## src/rtl/nav_pkg.sv

```systemverilog
// Shared types and default constants for the navigation speed profiler.
package nav_pkg;

    typedef enum logic [2:0] {
        IDLE   = 3'd0,
        HEAD   = 3'd1,
        ACCL   = 3'd2,
        CRUISE = 3'd3,
        DECN   = 3'd4,
        DECF   = 3'd5
    } nav_state_t;

    localparam int DEF_SPD_W    = 11;
    localparam int DEF_SKIP_W   = 3;
    localparam int DEF_MAX_SPD  = 'h2A0;
    localparam int DEF_MIN_SPD  = 'h0D0;
    localparam int DEF_HDNG_TMO = 1024;

    // Speed step per hdng_rdy; the large step shortens simulated ramps.
    function automatic int inc_for(input int fast_sim);
        return (fast_sim != 0) ? 24 : 2;
    endfunction

endpackage

```

## src/rtl/nav_profile_if.sv

```systemverilog
// Command, sensor and status bundle between the navigation controller and nav_profile.
interface nav_profile_if import nav_pkg::*; #(
    parameter int SPD_W  = DEF_SPD_W,
    parameter int SKIP_W = DEF_SKIP_W
);
    // Handshake: command and sensor inputs are sampled on every rising clock edge
    // (pulses need only be high for that one edge); mv_cmplt is the completion
    // valid, a single-cycle pulse qualified by mv_err, with no ready: the consumer
    // must take it in the cycle it is presented.
    logic              strt_hdng;
    logic              strt_mv;
    logic              stp_lft;
    logic              stp_rght;
    logic              abort;
    logic [SKIP_W-1:0] skip_cnt;
    logic              hdng_rdy;
    logic              at_hdng;
    logic              lft_opn;
    logic              rght_opn;
    logic              frwrd_opn;
    logic              mv_cmplt;
    logic              mv_err;
    logic              moving;
    logic              en_fusion;
    logic [SPD_W-1:0]  frwrd_spd;

    modport master (
        output strt_hdng, strt_mv, stp_lft, stp_rght, abort, skip_cnt,
        output hdng_rdy, at_hdng, lft_opn, rght_opn, frwrd_opn,
        input  mv_cmplt, mv_err, moving, en_fusion, frwrd_spd
    );

    modport slave (
        input  strt_hdng, strt_mv, stp_lft, stp_rght, abort, skip_cnt,
        input  hdng_rdy, at_hdng, lft_opn, rght_opn, frwrd_opn,
        output mv_cmplt, mv_err, moving, en_fusion, frwrd_spd
    );

endinterface

```

## src/rtl/opn_edge_det.sv

```systemverilog
// Rising-edge detector for a wall-opening sensor, gated so only enabled edges report.
module opn_edge_det (
    input  logic clk,
    input  logic rst_n,
    input  logic lvl_i,
    input  logic en_i,
    output logic rise_o
);

    logic lvl_q;

    // Resetting high stops an opening already present at reset from looking new.
    always_ff @(posedge clk or negedge rst_n) begin
        if (!rst_n) begin
            lvl_q <= 1'b1;
        end else begin
            lvl_q <= lvl_i;
        end
    end

    assign rise_o = en_i & lvl_i & ~lvl_q;

endmodule

```

## src/rtl/nav_profile.sv

```systemverilog
// Forward speed profiler: heading phase, accelerate/cruise, and normal or fast deceleration.
module nav_profile import nav_pkg::*; #(
    parameter int FAST_SIM = 1,
    parameter int SPD_W    = DEF_SPD_W,
    parameter int MAX_SPD  = DEF_MAX_SPD,
    parameter int MIN_SPD  = DEF_MIN_SPD,
    parameter int SKIP_W   = DEF_SKIP_W,
    parameter int HDNG_TMO = DEF_HDNG_TMO
) (
    input  logic          clk,
    input  logic          rst_n,
    nav_profile_if.slave  bus,
    output nav_state_t    state_o
);

    localparam int INC   = inc_for(FAST_SIM);
    localparam int TMO_W = $clog2(HDNG_TMO + 1);

    localparam logic [SPD_W-1:0] MAX_L  = SPD_W'(MAX_SPD);
    localparam logic [SPD_W-1:0] MIN_L  = SPD_W'(MIN_SPD);
    localparam logic [SPD_W-1:0] INC_L  = SPD_W'(INC);
    localparam logic [SPD_W-1:0] DECN_L = SPD_W'(2 * INC);
    localparam logic [SPD_W-1:0] DECF_L = SPD_W'(8 * INC);
    localparam logic [SPD_W-1:0] FUS_L  = SPD_W'(MAX_SPD / 2);
    localparam logic [TMO_W-1:0] TMO_LAST = TMO_W'(HDNG_TMO - 1);

    nav_state_t        state_q, state_d;
    logic [SPD_W-1:0]  spd_q, spd_d;
    logic [SKIP_W-1:0] skip_q, skip_d;
    logic [TMO_W-1:0]  tmo_q, tmo_d;
    logic              abrt_q, abrt_d;
    logic              cmplt_q, cmplt_d;
    logic              err_q, err_d;

    logic              edge_en;
    logic              lft_rise;
    logic              rght_rise;
    logic              opening;
    logic [SPD_W:0]    spd_sum;
    logic [SPD_W-1:0]  spd_acc;
    logic [SPD_W-1:0]  spd_decn;
    logic [SPD_W-1:0]  spd_decf;

    assign edge_en = (state_q == ACCL) || (state_q == CRUISE);

    opn_edge_det u_lft_edge (
        .clk    (clk),
        .rst_n  (rst_n),
        .lvl_i  (bus.lft_opn),
        .en_i   (edge_en),
        .rise_o (lft_rise)
    );

    opn_edge_det u_rght_edge (
        .clk    (clk),
        .rst_n  (rst_n),
        .lvl_i  (bus.rght_opn),
        .en_i   (edge_en),
        .rise_o (rght_rise)
    );

    // Left and right edges in the same cycle collapse into a single opening.
    assign opening = (lft_rise & bus.stp_lft) | (rght_rise & bus.stp_rght);

    // One extra bit on the sum so saturation sees the true overflow.
    assign spd_sum  = {1'b0, spd_q} + {1'b0, INC_L};
    assign spd_acc  = (spd_sum > {1'b0, MAX_L}) ? MAX_L : spd_sum[SPD_W-1:0];
    assign spd_decn = (spd_q > DECN_L) ? (spd_q - DECN_L) : '0;
    assign spd_decf = (spd_q > DECF_L) ? (spd_q - DECF_L) : '0;

    always_ff @(posedge clk or negedge rst_n) begin
        if (!rst_n) begin
            state_q <= IDLE;
            spd_q   <= '0;
            skip_q  <= '0;
            tmo_q   <= '0;
            abrt_q  <= 1'b0;
            cmplt_q <= 1'b0;
            err_q   <= 1'b0;
        end else begin
            state_q <= state_d;
            spd_q   <= spd_d;
            skip_q  <= skip_d;
            tmo_q   <= tmo_d;
            abrt_q  <= abrt_d;
            cmplt_q <= cmplt_d;
            err_q   <= err_d;
        end
    end

    always_comb begin
        state_d = state_q;
        spd_d   = spd_q;
        skip_d  = skip_q;
        tmo_d   = tmo_q;
        abrt_d  = abrt_q;
        cmplt_d = 1'b0;
        err_d   = 1'b0;
        unique case (state_q)
            IDLE: begin
                if (bus.strt_mv) begin
                    spd_d   = MIN_L;
                    skip_d  = bus.skip_cnt;
                    abrt_d  = 1'b0;
                    state_d = ACCL;
                end else if (bus.strt_hdng) begin
                    tmo_d   = '0;
                    state_d = HEAD;
                end
            end
            HEAD: begin
                if (bus.at_hdng) begin
                    cmplt_d = 1'b1;
                    state_d = IDLE;
                end else if (bus.abort) begin
                    cmplt_d = 1'b1;
                    err_d   = 1'b1;
                    state_d = IDLE;
                end else if (bus.hdng_rdy) begin
                    if (tmo_q == TMO_LAST) begin
                        cmplt_d = 1'b1;
                        err_d   = 1'b1;
                        state_d = IDLE;
                    end else begin
                        tmo_d = tmo_q + TMO_W'(1);
                    end
                end
            end
            ACCL, CRUISE: begin
                if (state_q == ACCL) begin
                    if (bus.hdng_rdy) spd_d = spd_acc;
                    if (spd_q == MAX_L) state_d = CRUISE;
                end
                // Loss of the forward path or an abort overrides everything else.
                if (bus.abort || !bus.frwrd_opn) begin
                    spd_d   = spd_q;
                    abrt_d  = bus.abort;
                    state_d = DECF;
                end else if (opening) begin
                    if (skip_q == '0) state_d = DECN;
                    else              skip_d  = skip_q - SKIP_W'(1);
                end
            end
            DECN: begin
                if (bus.abort || !bus.frwrd_opn) begin
                    abrt_d  = bus.abort;
                    state_d = DECF;
                end else if (spd_q == '0) begin
                    cmplt_d = 1'b1;
                    err_d   = abrt_q;
                    state_d = IDLE;
                end else if (bus.hdng_rdy) begin
                    spd_d = spd_decn;
                end
            end
            DECF: begin
                if (spd_q == '0) begin
                    cmplt_d = 1'b1;
                    err_d   = abrt_q;
                    state_d = IDLE;
                end else if (bus.hdng_rdy) begin
                    spd_d = spd_decf;
                end
            end
            default: state_d = IDLE;
        endcase
    end

    assign bus.frwrd_spd = spd_q;
    assign bus.mv_cmplt  = cmplt_q;
    assign bus.mv_err    = err_q;
    assign bus.moving    = (state_q != IDLE);
    assign bus.en_fusion = (spd_q > FUS_L);
    assign state_o       = state_q;

endmodule
```

## src/flat_wrapper.sv

```systemverilog
// flat-port wrapper written by rule: the top's interface ports become plain ports
module nav_profile_flat import nav_pkg::*;
#(
    parameter int FAST_SIM = 1,
    parameter int SPD_W    = DEF_SPD_W,
    parameter int MAX_SPD  = DEF_MAX_SPD,
    parameter int MIN_SPD  = DEF_MIN_SPD,
    parameter int SKIP_W   = DEF_SKIP_W,
    parameter int HDNG_TMO = DEF_HDNG_TMO
)
  (clk, rst_n, state_o, bus_strt_hdng, bus_strt_mv, bus_stp_lft, bus_stp_rght, bus_abort, bus_skip_cnt, bus_hdng_rdy, bus_at_hdng, bus_lft_opn, bus_rght_opn, bus_frwrd_opn, bus_mv_cmplt, bus_mv_err, bus_moving, bus_en_fusion, bus_frwrd_spd);
  nav_profile_if #(.SPD_W(SPD_W), .SKIP_W(SKIP_W)) bus_i ();
  input  logic clk;
  input  logic rst_n;
  output nav_state_t state_o;
  input wire logic [$bits(bus_i.strt_hdng)-1:0] bus_strt_hdng;
  input wire logic [$bits(bus_i.strt_mv)-1:0] bus_strt_mv;
  input wire logic [$bits(bus_i.stp_lft)-1:0] bus_stp_lft;
  input wire logic [$bits(bus_i.stp_rght)-1:0] bus_stp_rght;
  input wire logic [$bits(bus_i.abort)-1:0] bus_abort;
  input wire logic [$bits(bus_i.skip_cnt)-1:0] bus_skip_cnt;
  input wire logic [$bits(bus_i.hdng_rdy)-1:0] bus_hdng_rdy;
  input wire logic [$bits(bus_i.at_hdng)-1:0] bus_at_hdng;
  input wire logic [$bits(bus_i.lft_opn)-1:0] bus_lft_opn;
  input wire logic [$bits(bus_i.rght_opn)-1:0] bus_rght_opn;
  input wire logic [$bits(bus_i.frwrd_opn)-1:0] bus_frwrd_opn;
  output wire logic [$bits(bus_i.mv_cmplt)-1:0] bus_mv_cmplt;
  output wire logic [$bits(bus_i.mv_err)-1:0] bus_mv_err;
  output wire logic [$bits(bus_i.moving)-1:0] bus_moving;
  output wire logic [$bits(bus_i.en_fusion)-1:0] bus_en_fusion;
  output wire logic [$bits(bus_i.frwrd_spd)-1:0] bus_frwrd_spd;
  assign bus_i.strt_hdng = bus_strt_hdng;
  assign bus_i.strt_mv = bus_strt_mv;
  assign bus_i.stp_lft = bus_stp_lft;
  assign bus_i.stp_rght = bus_stp_rght;
  assign bus_i.abort = bus_abort;
  assign bus_i.skip_cnt = bus_skip_cnt;
  assign bus_i.hdng_rdy = bus_hdng_rdy;
  assign bus_i.at_hdng = bus_at_hdng;
  assign bus_i.lft_opn = bus_lft_opn;
  assign bus_i.rght_opn = bus_rght_opn;
  assign bus_i.frwrd_opn = bus_frwrd_opn;
  assign bus_mv_cmplt = bus_i.mv_cmplt;
  assign bus_mv_err = bus_i.mv_err;
  assign bus_moving = bus_i.moving;
  assign bus_en_fusion = bus_i.en_fusion;
  assign bus_frwrd_spd = bus_i.frwrd_spd;
  nav_profile #(.FAST_SIM(FAST_SIM), .SPD_W(SPD_W), .MAX_SPD(MAX_SPD), .MIN_SPD(MIN_SPD), .SKIP_W(SKIP_W), .HDNG_TMO(HDNG_TMO)) u_core (.clk(clk), .rst_n(rst_n), .bus(bus_i), .state_o(state_o));
endmodule
```

## config.mk

```make
export PLATFORM = sky130hd
export DESIGN_NAME = nav_profile_flat
export DESIGN_NICKNAME = d
export VERILOG_FILES = /design/src/rtl/nav_pkg.sv /design/src/rtl/nav_profile_if.sv /design/src/rtl/opn_edge_det.sv /design/src/rtl/nav_profile.sv /design/src/flat_wrapper.sv
export SDC_FILE = /design/constraint.sdc
export NUM_CORES = 1
export LEC_CHECK = 0
export BUFFER_PORTS_ARGS = -buffer_cell sky130_fd_sc_hd__buf_4
export CAP_MARGIN = 30
export CORE_MARGIN = 5
export CORE_UTILIZATION = 45
export DETAILED_ROUTE_END_ITERATION = 7
export GPL_ROUTABILITY_DRIVEN = 0
export GPL_TIMING_DRIVEN = 0
export PLACE_DENSITY = 0.76
export SYNTH_ARGS = -nofsm -noshare
export SYNTH_HDL_FRONTEND = slang
export SYNTH_SLANG_ARGS = --single-unit
export TNS_END_PERCENT = 50
```

## constraint.sdc

```tcl
create_clock -name clk -period 5.53 [get_ports clk]
set_clock_uncertainty 0.1 [all_clocks]
set_input_delay 0.2765 -clock clk [delete_from_list [all_inputs] [get_ports clk]]
set_output_delay 0.2765 -clock clk [all_outputs]
set_load 0.1 [all_outputs]
```

==> results.txt <==
Buffers on Ports = 29
CP Data Arrival Time = 2.83 ns
Crit. End Element = flip-flop
clk_lat worst skew = 0.29 ns
I/O Pins = 33
number of synthesized flops with an enable pin = 0
largest fanout on the critical path = 9
outcome = complete, no violations
routed vias = 2,412
htree depth = 2
first-pass GRT wire length = 10.3 mm
Starting Density = 0.458
mux contribution to synthesized area = 0.00402
power per cell area = 582 nW/um2
largest family of logic cells by synthesized area = simple AND/OR/NAND/NOR gates
Yosys cell types = 68
Post-route DRC = 0
DIE HEIGHT = 84.4 um
Sw Ratio = 0.574
Synth Area in XOR/XNOR = 0.0317
post-CTS setup buffer count = 0
# Max-Cap Violations = 0
Startpoint Class = flip-flop
ys async rst share = 1.00
Core Box Area = 5440 um2
Synth-to-Final Area Change = 17.7%
Slew HR = 0.631
peak supply drop = 0.325 mV
layout cell share with drive strength beyond 1 = 0.205
Mapped Area = 2490 um2
row count = 27
cts bufs inserted = 5
max incr delay on CP = 0.54 ns
top-count cell post-synth = nor2_1
Top FF cell, synth = dfrtp_1
Fin Setup TNS = 0 ns
initial antenna violation count = 0
critical path data required time = 5.60 ns
CTS tree = built
Seq/Total Area, Yosys = 0.303
cts hold-fix bufs = 3
pin count of the biggest net entering global routing = 31
HPWL Detailed = 4.56 mm
Int Pwr = 0.000726 W
Slew @ Worst Pin = 0.554 ns
worst hold path class = in -> reg
WS Path Type = reg -> reg
top cell type's share of synthesized area = 0.281
Logic pwr share = 0.684
WL/cell = 14.8 um
Hold Vio Cnt, Final = 0
Syn Inst Count = 299
post-synthesis compound-gate area fraction = 0.236
Routed WL = 6.10 mm
period utilization = 0.499
Post-DRT Antenna Nets = 0
power consumption = 0.00171 W
CP max stage cell = dfrtp_1
drt via density = 5.84
number of global-route vias before repair = 2,247
die width = 84.4 um
top post-synthesis cells by area = dfrtp_1 28%, ha_1 7.5%, nor2_1 4.7%, o21ai_0 4.2%, nand2_1 3.8%
Yosys top cell by area = dfrtp_1
1st-pass router iterations = 5
post-synthesis average cell area = 8.33 um2
LEAKAGE = 1.25 nW
Slew Viols, Final = 0
Synth warnings = 0
Layout Utilization = 0.539
die area = 7120 um2
Clock Root Buffer = clkbuf_8
DRT iter0 DRCs = 194
Post-layout nets = 370
most used cell, CP = a21oi_1
fraction of power consumed by the clock network = 0.111
sw power = 0.000979 W
grt total ovfl = 0
Tot GR Track Use = 0.175
power share of the sequential group = 0.205
Reg clk slew, reported paths = 0.07 ns
Critical Path, Cell by Cell = inv_1 -> ha_1 -> and4b_4 -> o2111ai_1 -> a21oi_1 -> a21o_1 -> a21oi_1 -> o32a_1
maximum achievable frequency = 0.362 GHz
Synth Area in Simple Gates = 0.280
number of diodes = 0
synth cell count leaders = 31 x nor2_1, 28 x dfrtp_1, 25 x nand2_1
unrepaired setup endpoints after global routing = no
final setup fails = 0
Max clock buf depth = 2
post-cts gate resize count = 0
FF+latch count, synth = 30
post-synthesis adder-cell area fraction = 0.0754
Num Clock Sinks = 30
final critical-path required period = 2.76 ns
-- stage by stage --
stage | std cells | hold WS (ns) | setup WS (ns) | cell area, um2
floorplan | 301 | -0.119 | 1.41 | 2500
finish | 413 | 0.181 | 2.77 | 2930
global placement | 402 | 0.133 | 2.87 | 2810
CTS | 413 | 0.175 | 2.82 | 2930
detailed placement | 402 | 0.138 | 2.83 | 2810
global route | 413 | 0.188 | 2.71 | 2930
-- power groups by stage --
stage	logic, W	clock network, W	registers (W)
2_1_floorplan	0.000674	0	0.000582
3_3_place_gp	0.00114	0	0.000350
3_5_place_dp	0.00115	0	0.000351
4_1_cts	0.00116	0.000196	0.000347
5_1_grt	0.00126	0.000207	0.000359
6_report	0.00117	0.000189	0.000350
-- layer usage --
layer,up-vias,share of wire,track usage
met4,0,0.018,0.0647
li1,1163,-,-
met3,15,0.046,0.0412
met5,-,0,0
met1,1159,0.47,0.238
met2,75,0.46,0.273
-- worst max-delay path: cells and delay by family (launching register included) --
kind	cells	cell delay (ns)
buffers and inverters	1	0.12
DFF	1	0.54
and+or+nand+nor	1	0.38
AOI/OAI and AO/OA	5	1.23
adders and majority gates	1	0.28
-- layout by cell type, fill, tap and decap left out, types with 5 or more instances in the layout --
| cell type | netlist | routed |
|---|---|---|
| buf_4 | 4 | 33 |
| nor2_1 | 31 | 31 |
| dfrtp_1 | 28 | 28 |
| nand2_1 | 25 | 25 |
| inv_1 | 21 | 21 |
| o21ai_0 | 21 | 21 |
| ha_1 | 15 | 15 |
| a21oi_1 | 14 | 14 |
| nand3_1 | 12 | 12 |
| xnor2_1 | 9 | 9 |
| buf_2 | 6 | 6 |
| clkbuf_1 | 6 | 6 |
| nor3_1 | 6 | 6 |
| clkbuf_8 | 0 | 6 |
| nand2b_1 | 5 | 5 |
| nand3b_1 | 5 | 5 |
-- flip-flops by register name, summed over array words and instances, names as in the netlist --
register and count:
u_core.abrt_q 1, u_core.bus.frwrd_spd 8, u_core.bus.mv_cmplt 1, u_core.bus.mv_err 1, u_core.skip_q 3, u_core.state_o 3
u_core.tmo_q 11, u_core.u_lft_edge.lvl_q 1, u_core.u_rght_edge.lvl_q 1
-- layout make-up --
cell class / count / area, um2
clock buffer: 6 / 82.6
tap: 72 / 90.1
clock inverter: 2 / 12.5
sequential: 30 / 753
multi-input combinational: 233 / 1570
fill: 490 / 2510
inverter: 21 / 78.8
buffer: 17 / 93.8
timing repair buffer: 32 / 248
-- cell families after synthesis --
logic type,after synthesis
and+or+nand+nor,121
AOI/OAI and AO/OA,84
buffers and inverters,38
DFF,30
adders and majority gates,15
xor gates and xnor gates,9
other,1
muxes,1
-- path summary, 6_finish.rpt --
path,start,endpoint,slack [ns],cells past startpoint
worst max-delay path,u_core.bus.frwrd_spd[3]$_DFFE_PN0P_,u_core.bus.frwrd_spd[5]$_DFFE_PN0P_,2.77,8
worst min-delay path,bus_strt_mv,u_core.state_o[1]$_DFFE_PN0P_,0.18,3
worst max register to register,u_core.bus.frwrd_spd[3]$_DFFE_PN0P_,u_core.bus.frwrd_spd[5]$_DFFE_PN0P_,2.77,8
worst min register to register,u_core.abrt_q$_DFFE_PN0P_,u_core.bus.mv_err$_DFF_PN0_,0.42,2
max in group asynchronous,rst_n,u_core.u_rght_edge.lvl_q$_DFF_PN1_,4.66,2
min in group asynchronous,rst_n,u_core.bus.mv_cmplt$_DFF_PN0_,0.35,2
(Power assumes the default switching activity.)
